===== src/rtl/score_display_if.sv =====
// score_display_if
//   Groups the score/display signals of score_display_driver.
//   master: drives SCORE_IN, LOAD and DOT_MASK, and observes the display outputs.
//   slave : the driver itself.
//   Signals:
//     SCORE_IN[13:0]      unsigned score to capture
//     LOAD                capture request, sampled every edge
//     DOT_MASK[3:0]       bit i lights the decimal point of digit i
//     BUSY                conversion in progress
//     SEG_SELECT_OUT[1:0] active digit (0 = units, 3 = thousands)
//     BIN_OUT[3:0]        BCD value of the active digit
//     DOT_OUT             decimal point of the active digit, 0 = lit
interface score_display_if;
    logic [13:0] SCORE_IN;
    logic        LOAD;
    logic [3:0]  DOT_MASK;
    logic        BUSY;
    logic [1:0]  SEG_SELECT_OUT;
    logic [3:0]  BIN_OUT;
    logic        DOT_OUT;

    modport master (
        output SCORE_IN, LOAD, DOT_MASK,
        input  BUSY, SEG_SELECT_OUT, BIN_OUT, DOT_OUT
    );

    modport slave (
        input  SCORE_IN, LOAD, DOT_MASK,
        output BUSY, SEG_SELECT_OUT, BIN_OUT, DOT_OUT
    );
endinterface


===== src/rtl/score_display_driver.sv =====
// score_display_driver
//   Captures a 14-bit binary score, clamps it to 9999, converts it to four BCD
//   digits with a sequential double-dabble (one shift per cycle, 14 cycles),
//   and time-multiplexes the digits onto a single registered digit output.
//   Ports:
//     CLK    : system clock, rising edge
//     RESETN : synchronous active-low reset
//     bus    : score_display_if.slave (SCORE_IN, LOAD, DOT_MASK in;
//              BUSY, SEG_SELECT_OUT, BIN_OUT, DOT_OUT out)
//   Parameter:
//     REFRESH_DIV : clock cycles each digit is shown (>= 2)
module score_display_driver #(
    parameter int REFRESH_DIV = 100000
) (
    input  logic           CLK,
    input  logic           RESETN,
    score_display_if.slave bus
);

    localparam int              PW        = (REFRESH_DIV > 1) ? $clog2(REFRESH_DIV) : 1;
    localparam logic [PW-1:0]   PRESC_MAX = PW'(REFRESH_DIV - 1);
    localparam logic [3:0]      LAST_STEP = 4'd13;

    typedef enum logic {IDLE, CONVERT} state_t;

    state_t      state_q, state_d;
    logic [13:0] work_bin_q, work_bin_d;   // binary bits still to shift in
    logic [15:0] work_bcd_q, work_bcd_d;   // partial BCD result
    logic [3:0]  step_q, step_d;           // shifts completed so far
    logic [15:0] disp_q, disp_d;           // committed digits, shown by the scanner

    logic [PW-1:0] presc_q, presc_d;
    logic [1:0]    scan_q, scan_d;
    logic [1:0]    seg_q;
    logic [3:0]    digit_q;
    logic          dot_q;

    logic [15:0] bcd_adj;
    logic [29:0] shifted;
    logic [13:0] score_clamped;

    assign score_clamped = (bus.SCORE_IN > 14'd9999) ? 14'd9999 : bus.SCORE_IN;

    // One double-dabble step: bias every nibble >= 5 by 3, then shift the
    // concatenated BCD:binary word left by one.
    always_comb begin
        bcd_adj = work_bcd_q;
        for (int i = 0; i < 4; i++) begin
            if (work_bcd_q[i*4 +: 4] >= 4'd5)
                bcd_adj[i*4 +: 4] = work_bcd_q[i*4 +: 4] + 4'd3;
        end
        shifted = {bcd_adj, work_bin_q} << 1;
    end

    always_comb begin
        state_d    = state_q;
        work_bin_d = work_bin_q;
        work_bcd_d = work_bcd_q;
        step_d     = step_q;
        disp_d     = disp_q;
        case (state_q)
            IDLE: begin
                if (bus.LOAD) begin
                    work_bin_d = score_clamped;
                    work_bcd_d = '0;
                    step_d     = '0;
                    state_d    = CONVERT;
                end
            end
            CONVERT: begin
                // LOAD is deliberately not looked at here.
                work_bcd_d = shifted[29:14];
                work_bin_d = shifted[13:0];
                step_d     = step_q + 4'd1;
                if (step_q == LAST_STEP) begin
                    // 14th shift: commit the finished digits in one go.
                    disp_d  = shifted[29:14];
                    state_d = IDLE;
                end
            end
            default: state_d = IDLE;
        endcase
    end

    // Free-running digit scanner; advances one digit per prescaler wrap.
    always_comb begin
        presc_d = presc_q + 1'b1;
        scan_d  = scan_q;
        if (presc_q == PRESC_MAX) begin
            presc_d = '0;
            scan_d  = scan_q + 2'd1;
        end
    end

    always_ff @(posedge CLK) begin
        if (!RESETN) begin
            state_q    <= IDLE;
            work_bin_q <= '0;
            work_bcd_q <= '0;
            step_q     <= '0;
            disp_q     <= '0;
            presc_q    <= '0;
            scan_q     <= '0;
            seg_q      <= '0;
            digit_q    <= '0;
            dot_q      <= 1'b1;
        end else begin
            state_q    <= state_d;
            work_bin_q <= work_bin_d;
            work_bcd_q <= work_bcd_d;
            step_q     <= step_d;
            disp_q     <= disp_d;
            presc_q    <= presc_d;
            scan_q     <= scan_d;
            // Select, digit and dot are all sampled from the same scan index
            // so they always change together.
            seg_q      <= scan_q;
            digit_q    <= disp_q[{scan_q, 2'b00} +: 4];
            dot_q      <= ~bus.DOT_MASK[scan_q];
        end
    end

    assign bus.BUSY           = (state_q == CONVERT);
    assign bus.SEG_SELECT_OUT = seg_q;
    assign bus.BIN_OUT        = digit_q;
    assign bus.DOT_OUT        = dot_q;

endmodule


===== src/flat_wrapper.sv =====
// flat-port wrapper written by rule: the top's interface ports become plain ports
module score_display_driver_flat 
#(
    parameter int REFRESH_DIV = 100000
)
  (CLK, RESETN, bus_SCORE_IN, bus_LOAD, bus_DOT_MASK, bus_BUSY, bus_SEG_SELECT_OUT, bus_BIN_OUT, bus_DOT_OUT);
  score_display_if bus_i ();
  input  logic CLK;
  input  logic RESETN;
  input wire logic [$bits(bus_i.SCORE_IN)-1:0] bus_SCORE_IN;
  input wire logic [$bits(bus_i.LOAD)-1:0] bus_LOAD;
  input wire logic [$bits(bus_i.DOT_MASK)-1:0] bus_DOT_MASK;
  output wire logic [$bits(bus_i.BUSY)-1:0] bus_BUSY;
  output wire logic [$bits(bus_i.SEG_SELECT_OUT)-1:0] bus_SEG_SELECT_OUT;
  output wire logic [$bits(bus_i.BIN_OUT)-1:0] bus_BIN_OUT;
  output wire logic [$bits(bus_i.DOT_OUT)-1:0] bus_DOT_OUT;
  assign bus_i.SCORE_IN = bus_SCORE_IN;
  assign bus_i.LOAD = bus_LOAD;
  assign bus_i.DOT_MASK = bus_DOT_MASK;
  assign bus_BUSY = bus_i.BUSY;
  assign bus_SEG_SELECT_OUT = bus_i.SEG_SELECT_OUT;
  assign bus_BIN_OUT = bus_i.BIN_OUT;
  assign bus_DOT_OUT = bus_i.DOT_OUT;
  score_display_driver #(.REFRESH_DIV(REFRESH_DIV)) u_core (.CLK(CLK), .RESETN(RESETN), .bus(bus_i));
endmodule

===== config.mk =====
export PLATFORM = sky130hd
export DESIGN_NAME = score_display_driver_flat
export DESIGN_NICKNAME = d
export VERILOG_FILES = /design/src/rtl/score_display_if.sv /design/src/rtl/score_display_driver.sv /design/src/flat_wrapper.sv
export SDC_FILE = /design/constraint.sdc
export NUM_CORES = 1
export LEC_CHECK = 0
export BUFFER_PORTS_ARGS = -buffer_cell sky130_fd_sc_hd__buf_4
export CELL_PAD_IN_SITES_DETAIL_PLACEMENT = 2
export CELL_PAD_IN_SITES_GLOBAL_PLACEMENT = 2
export CORE_AREA = 3 3 103 105
export DETAILED_ROUTE_END_ITERATION = 7
export DIE_AREA = 0 0 106 108
export PLACE_DENSITY_LB_ADDON = 0.1
export SLEW_MARGIN = 20
export SYNTH_ARGS = -nofsm -noshare
export SYNTH_HDL_FRONTEND = slang
export SYNTH_SLANG_ARGS = --single-unit

===== constraint.sdc =====
create_clock -name CLK -period 2.1 [get_ports CLK]
set_clock_uncertainty 0.05 [all_clocks]
set_input_delay 0.105 -clock CLK [delete_from_list [all_inputs] [get_ports CLK]]
set_output_delay 0.105 -clock CLK [all_outputs]
set_load 0.01 [all_outputs]

==> out/qor.csv, run 1 <==
metric,value,unit
post-layout power,2670,uW
most frequent standard cell in the layout excluding fill and tap cells,sky130_fd_sc_hd__dfxtp_1,
level count of the clock H-tree,3,
DRC Markers,0,
arrival time at the worst endpoint,2.15,ns
post-synth cell types,41,
post-synthesis instance total,407,
number of rows in the core area,36,
number of hold violations in the final report,0,
antenna violations before repair,0,
count of antenna diodes in the layout,0,
global-route usage over all layers,17.8,%
post-synthesis sequential area ratio,43.0,%
Setup Crit Path Kind,flop to flop,
peak clock frequency supported by timing,523,MHz
count of maximum capacitance violations,0,
post-layout worst setup margin,0.186,ns
kind of capture point of the worst setup path,flop,
clock tree from TritonCTS,done,
syn_nets,439,
"commonest cells after routing, fill and taps aside","76 x sky130_fd_sc_hd__dfxtp_1, 41 x sky130_fd_sc_hd__nor2_1, 36 x sky130_fd_sc_hd__a21oi_1",
main combinational cell family by area after synthesis,simple AND/OR/NAND/NOR gates,
final slew viol count,0,
flip-flop cell with the highest count after synthesis,sky130_fd_sc_hd__dfxtp_1,
number of nets in the layout,463,
root buffer selected by CTS,sky130_fd_sc_hd__clkbuf_8,
Area Overhead vs Synth,15.5,%
Critical Path RT,2.34,ns
"wirelength, routed",9580,um
y dimension of the die,108,um
maximum number of pins on one net before global-route repair,35,
Area contributors post-synth,"sky130_fd_sc_hd__dfxtp_1 43%, sky130_fd_sc_hd__a21oi_1 5.0%, sky130_fd_sc_hd__nor2_1 4.3%",
synthesized area divided by synthesized cell count,8.81,um^2
clock latency at the later pin of the worst-skew pair,0.35,ns
average wire per cell in the routed design,16.9,um
Combinational Power Share,7.8,%
worst-margin pin slew,0.567,ns
quantity of hold-fixing buffers added after cts,2,
unrepaired setup endpoints after global routing,no,
part of the power in the clock network,35.8,%
fraction of final layout cells sized beyond drive strength 1,14.5,%
Yosys top cell area share,43.0,%
areal power density over the cells,646,nW/um^2
net switching power figure,677,uW
Max-Slew Margin vs Limit,61.9,%
quantity of gates resized following cts,0,
adder-cell share of the synthesized area,3.84,%
part of the total power dissipated in sequential elements,56.4,%
Hold/Removal Path Class,input port to flop,
synthesized flop and latch total,77,
result of the run,"finished, final reports clean",
final cell count without fillers,568,
number of flops mapped to enable cells by yosys,0,
number of violations reported at the end of detailed-routing iteration 0,74,
Net Sw Frac,25.3,%
Place WS,0.199,ns
vias after detailed routing,3044,
Final Wtd Congestion,0.779,
crit path time final,1.91,ns
maximum root-to-sink buffer count,2,
post-detail-place hpwl,6820,um
top cell type by total area after synthesis,sky130_fd_sc_hd__dfxtp_1,
ratio of final minimum period to clock period,91.1,%
endpoints failing setup,0,
fraction of the mapped netlist area in simple logic gates,21.8,%
fraction of synthesized area in multiplexers,5.24,%
leftover overflow at the end of global routing,0,
"synthesized-area fraction occupied by ao, oa, aoi and oai cells",17.4,%
dpl cells,551,
cell-internal power,2000,uW
total clock buffers created by CTS,9,
via count of the first global-routing pass,3306,
nature of the critical path startpoint,flop,
buffers inserted during post-CTS setup optimization,0,
number of detailed-routing iterations run before antenna repair,4,
mapped cell area,3580,um^2
maximum vdd drop,0.000252,V
XOR/XNOR Fraction of Synth Area,4.40,%
die extent in x,106,um
initial standard-cell utilization of the core,36.8,%
final sum of negative setup slack,0,ns
average vias per placed instance,5.36,
CORE AREA,9730,um^2
antenna-violating nets left,0,
clock net sink count,77,
input/output buffers,28,
I/O pins,29,
share of flip-flops with an asynchronous set or reset after synthesis,0,%
cell leakage power,0.00138,uW
clock-pin slew of the registers on the worst-case setup and hold paths,0.08,ns
Die ar.,11400,um^2
synthesis warning total,0,
first-pass GRT wire length,16200,um
maximum fanout along the worst path,4,
[flip-flops by register name, summed over array words and instances (netlist names)]
register and flops:
u_core.presc_q 17, u_core.disp_q 16, u_core.work_bcd_q 16, u_core.work_bin_q 14, u_core.bus.BIN_OUT 4, u_core.step_q 4, u_core.bus.SEG_SELECT_OUT 2, u_core.scan_q 2
u_core.bus.BUSY 1, u_core.bus.DOT_OUT 1
[per-stage QoR]
| step | util [%] | cell area (um^2) | hold WS (ns) |
|---|---|---|---|
| detailed placement | 40.7 | 3960 | 0.314 |
| global route | 42.5 | 4140 | 0.0222 |
| finish | 42.5 | 4140 | 0.0249 |
| CTS | 42.5 | 4140 | 0.0120 |
| global placement | 40.7 | 3960 | 0.303 |
| floorplan | - | 3580 | 0.189 |
[logic make-up after synthesis]
family | after synthesis
adders and majority gates | 11
xor gates and xnor gates | 18
AOI/OAI and AO/OA | 99
muxes | 12
and+or+nand+nor | 149
buffers and inverters | 41
DFF | 77
[worst max-delay path, stage by stage (launching register included)]
cell                      delay [ns]
sky130_fd_sc_hd__dfxtp_1        0.39
sky130_fd_sc_hd__ha_1           0.26
sky130_fd_sc_hd__nand2_1        0.13
sky130_fd_sc_hd__or4_1          0.56
sky130_fd_sc_hd__or3_1          0.32
sky130_fd_sc_hd__a21oi_1        0.15
[synth_stat cells (5+ instances only)]
cell and number:
sky130_fd_sc_hd__nor3_1 10, sky130_fd_sc_hd__o32ai_1 8, sky130_fd_sc_hd__dfxtp_1 77, sky130_fd_sc_hd__mux4_2 5, sky130_fd_sc_hd__inv_1 17, sky130_fd_sc_hd__a21oi_1 36, sky130_fd_sc_hd__ha_1 11, sky130_fd_sc_hd__nand4_1 7
sky130_fd_sc_hd__xnor2_1 14, sky130_fd_sc_hd__or3_1 7, sky130_fd_sc_hd__nand3_1 10, sky130_fd_sc_hd__buf_1 6, sky130_fd_sc_hd__o21ai_0 19, sky130_fd_sc_hd__nor3b_1 12, sky130_fd_sc_hd__nor2_1 41, sky130_fd_sc_hd__and2_1 8
sky130_fd_sc_hd__clkbuf_1 17, sky130_fd_sc_hd__nor2b_1 5, sky130_fd_sc_hd__nand2b_1 9, sky130_fd_sc_hd__o22ai_1 8, sky130_fd_sc_hd__a211oi_1 9, sky130_fd_sc_hd__nor4_1 6, sky130_fd_sc_hd__nand2_1 26
[metal layers]
| metal | part of all wire (%) | wire, um | up-vias | global-route usage, % |
|---|---|---|---|---|
| met1 | 45 | 4350 | 1510 | 21.7 |
| met5 | 0 | 0 | - | 0 |
| met4 | 0.94 | 90 | 0 | 5.27 |
| met2 | 52 | 4950 | 25 | 32.0 |
| li1 | - | - | 1501 | - |
| met3 | 1.9 | 183 | 8 | 3.40 |
[power groups by stage]
stage / clock [uW] / combinational, uW / sequential [uW]
floorplan: 0 / 120 / 1540
global placement: 0 / 201 / 1540
detailed placement: 0 / 209 / 1540
CTS: 1010 / 212 / 1510
global route: 1080 / 232 / 1510
finish: 958 / 208 / 1510
[worst paths after layout]
check | startpoint | end | slack (ns) | depth (start not counted)
max reg2reg | u_core.presc_q[0]$_SDFF_PP0_ | u_core.presc_q[16]$_SDFF_PP0_ | 0.19 | 5
max | u_core.presc_q[0]$_SDFF_PP0_ | u_core.presc_q[16]$_SDFF_PP0_ | 0.19 | 5
min | bus_SCORE_IN[6] | u_core.work_bin_q[6]$_SDFFE_PN0P_ | 0.02 | 3
min reg2reg | u_core.work_bin_q[7]$_SDFFE_PN0P_ | u_core.work_bin_q[8]$_SDFFE_PN0P_ | 0.41 | 2
[layout make-up]
type	count	area, um^2
fillers	1108	5590
multi-input cells	289	1890
flip-flops and latches	77	1540
repair buffers	37	320
well taps	133	166
clock buffers	11	131
inverters	17	63.8
clock inverters	4	26.3
Power figures use the tool's default switching activity.
==> run 2: changes to the inputs <==
==> constraint.sdc (replaced) <==
create_clock -name CLK -period 1.9 [get_ports CLK]
set_clock_uncertainty 0.05 [all_clocks]
set_input_delay 0.095 -clock CLK [delete_from_list [all_inputs] [get_ports CLK]]
set_output_delay 0.095 -clock CLK [all_outputs]
set_load 0.01 [all_outputs]
==> run 2 against run 1 <==
  * Non-clock buffer count rose by 8
  * Sequential cell count did not move
  * Worst setup slack lost 0.068 ns
  * Highest routed layer unchanged
  * Clock-buffer cell count is 1 lower
  * Critical endpoint is now u_core.disp_q[10]$_SDFFE_PN0P_
  * Register-to-register slack got worse by 0.07 ns
  * Fmax is 7.4% higher
  * Largest cell class unchanged
==> out/qor.csv, run 2 (synthesis results as in run 1) <==
metric,value,unit
number of detailed-routing iterations run before antenna repair,4,
Final Wtd Congestion,0.772,
final sum of negative setup slack,0,ns
"critical path, cell by cell",inv_1 -> ha_1 -> nor2b_1 -> o21ba_2 -> mux2_2 -> o22ai_1,
Area Overhead vs Synth,18.1,%
areal power density over the cells,773,nW/um^2
clock tree from TritonCTS,done,
clock latency at the later pin of the worst-skew pair,0.35,ns
"wirelength, routed",10000,um
buffers plus inverters on the worst setup path,1,
multi-input gate area in the final layout,1900,um^2
fraction of final layout cells sized beyond drive strength 1,16.9,%
DRC Markers,0,
input/output buffers,28,
hold path cells,3,
cell-internal power,2490,uW
net switching power figure,787,uW
post-detail-place hpwl,7120,um
count of antenna diodes in the layout,0,
part of the power in the clock network,41.8,%
post-layout worst setup margin,0.118,ns
final slew viol count,0,
"commonest cells after routing, fill and taps aside","75 x sky130_fd_sc_hd__dfxtp_1, 43 x sky130_fd_sc_hd__buf_4, 41 x sky130_fd_sc_hd__nor2_1",
maximum fanout along the worst path,5,
biggest regs,"u_core.presc_q x17, u_core.disp_q x16, u_core.work_bcd_q x16",
Net Sw Frac,24.1,%
average vias per placed instance,5.47,
family with the most delay on the worst path,multiplexers,
depth of the worst register-to-register path,6,
Largest Register,u_core.presc_q,
peak per-stage delay on the critical path,0.36,ns
crit path time final,1.78,ns
maximum root-to-sink buffer count,2,
I/O pins,29,
Max-Slew Margin vs Limit,67.3,%
cell depth of the worst setup path,6,
flip-flop count of the largest register after layout,17,
antenna violations before repair,0,
CORE AREA,9730,um^2
clock-pin slew of the registers on the worst-case setup and hold paths,0.09,ns
Hold/Removal Path Class,input port to flop,
arrival time at the worst endpoint,2.00,ns
Combinational Power Share,7.2,%
kind of capture point of the worst setup path,flop,
endpoints failing setup,0,
Place WS,0.0990,ns
number of nets in the layout,471,
maximum vdd drop,0.000276,V
nature of the critical path startpoint,flop,
peak clock frequency supported by timing,561,MHz
average wire per cell in the routed design,17.3,um
vias after detailed routing,3156,
Critical Path RT,2.12,ns
level count of the clock H-tree,3,
via count of the first global-routing pass,3463,
antenna-violating nets left,0,
number of hold violations in the final report,0,
worst-margin pin slew,0.490,ns
result of the run,"finished, final reports clean",
most frequent standard cell in the layout excluding fill and tap cells,sky130_fd_sc_hd__dfxtp_1,
post-route core utilization,43.5,%
root buffer selected by CTS,sky130_fd_sc_hd__clkbuf_8,
global-route usage over all layers,18.7,%
die extent in x,106,um
number of rows in the core area,36,
clock net sink count,77,
unrepaired setup endpoints after global routing,no,
number of violations reported at the end of detailed-routing iteration 0,109,
initial standard-cell utilization of the core,36.8,%
final cell count without fillers,577,
total clock buffers created by CTS,9,
dpl cells,559,
y dimension of the die,108,um
post-layout power,3270,uW
slowest stage cell on the critical path,sky130_fd_sc_hd__mux2_2,
maximum number of pins on one net before global-route repair,30,
cell leakage power,0.00143,uW
area of all sequential standard cells,1540,um^2
buffers inserted during post-CTS setup optimization,0,
Setup Crit Path Kind,flop to flop,
ratio of final minimum period to clock period,93.8,%
first-pass GRT wire length,17200,um
leftover overflow at the end of global routing,0,
part of the total power dissipated in sequential elements,51.0,%
Die ar.,11400,um^2
total of fill cells in the finished design,1134,
count of maximum capacitance violations,0,
## run 2: cell types whose count changed in the layout (fill, tap and decap cells not counted), sizes merged
cell,change
clkinv,+1
clkinvlp,-1
clkbuf,-1
buf,+8
bufinv,+2
## run 2: per-layer routing
metal  vias up  part of all wire [%]  routed length, um  track usage (%)
li1       1525                     -                  -                -
met1      1592                    44               4430             22.5
met2        27                    53               5270             35.0
met3        12                   1.8                176             2.51
met4         0                   1.3                126             5.27
met5         -                     0                  0                0
## run 2: final cells by class
| class | count | area share, % |
|---|---|---|
| clock buffer | 10 | 3.02 |
| clock inverter | 6 | 2.07 |
| inverter | 17 | 1.51 |
| multi-input combinational | 289 | 44.9 |
| sequential | 77 | 36.5 |
| tap | 133 | 3.93 |
| timing repair buffer | 45 | 8.10 |
## run 2: worst paths after layout
check | startpoint | end | slack [ns]
worst min-delay path | bus_SCORE_IN[5] | u_core.work_bin_q[5]$_SDFFE_PN0P_ | 0.01
worst min register to register | u_core.work_bin_q[7]$_SDFFE_PN0P_ | u_core.work_bin_q[8]$_SDFFE_PN0P_ | 0.41
worst max register to register | u_core.work_bcd_q[8]$_SDFFE_PN0P_ | u_core.disp_q[10]$_SDFFE_PN0P_ | 0.12
worst max-delay path | u_core.work_bcd_q[8]$_SDFFE_PN0P_ | u_core.disp_q[10]$_SDFFE_PN0P_ | 0.12
## run 2: power by group through the flow
stage / sequential [uW] / combinational, uW / clock, uW
after floorplan: 1700 / 133 / 0
after global placement: 1700 / 222 / 0
after detailed placement: 1700 / 232 / 0
after CTS: 1670 / 236 / 1400
after global routing: 1670 / 264 / 1480
final: 1670 / 236 / 1370
## run 2: worst reg2reg max path: stages, from the launching register on
cell and delay [ns]:
sky130_fd_sc_hd__dfxtp_1 0.34, sky130_fd_sc_hd__inv_1 0.13, sky130_fd_sc_hd__ha_1 0.26, sky130_fd_sc_hd__nor2b_1 0.22, sky130_fd_sc_hd__o21ba_2 0.19, sky130_fd_sc_hd__mux2_2 0.36
sky130_fd_sc_hd__o22ai_1 0.16
## run 2: metrics by stage
step                hold slack, ns  instance area (um^2)
finish                      0.0118                  4230
global route                0.0145                  4230
CTS                        0.00408                  4220
detailed placement           0.311                  3980
global placement             0.303                  3980
floorplan                    0.179                  3580
## run 2: timing repair
| action | 4_1_cts | 5_1_grt |
|---|---|---|
| setup endpoints to repair | 0 | 1 |
| hold endpoints to repair | 2 | 0 |
| resized for setup | 0 | 3 |
| hold buffers | 2 | 0 |
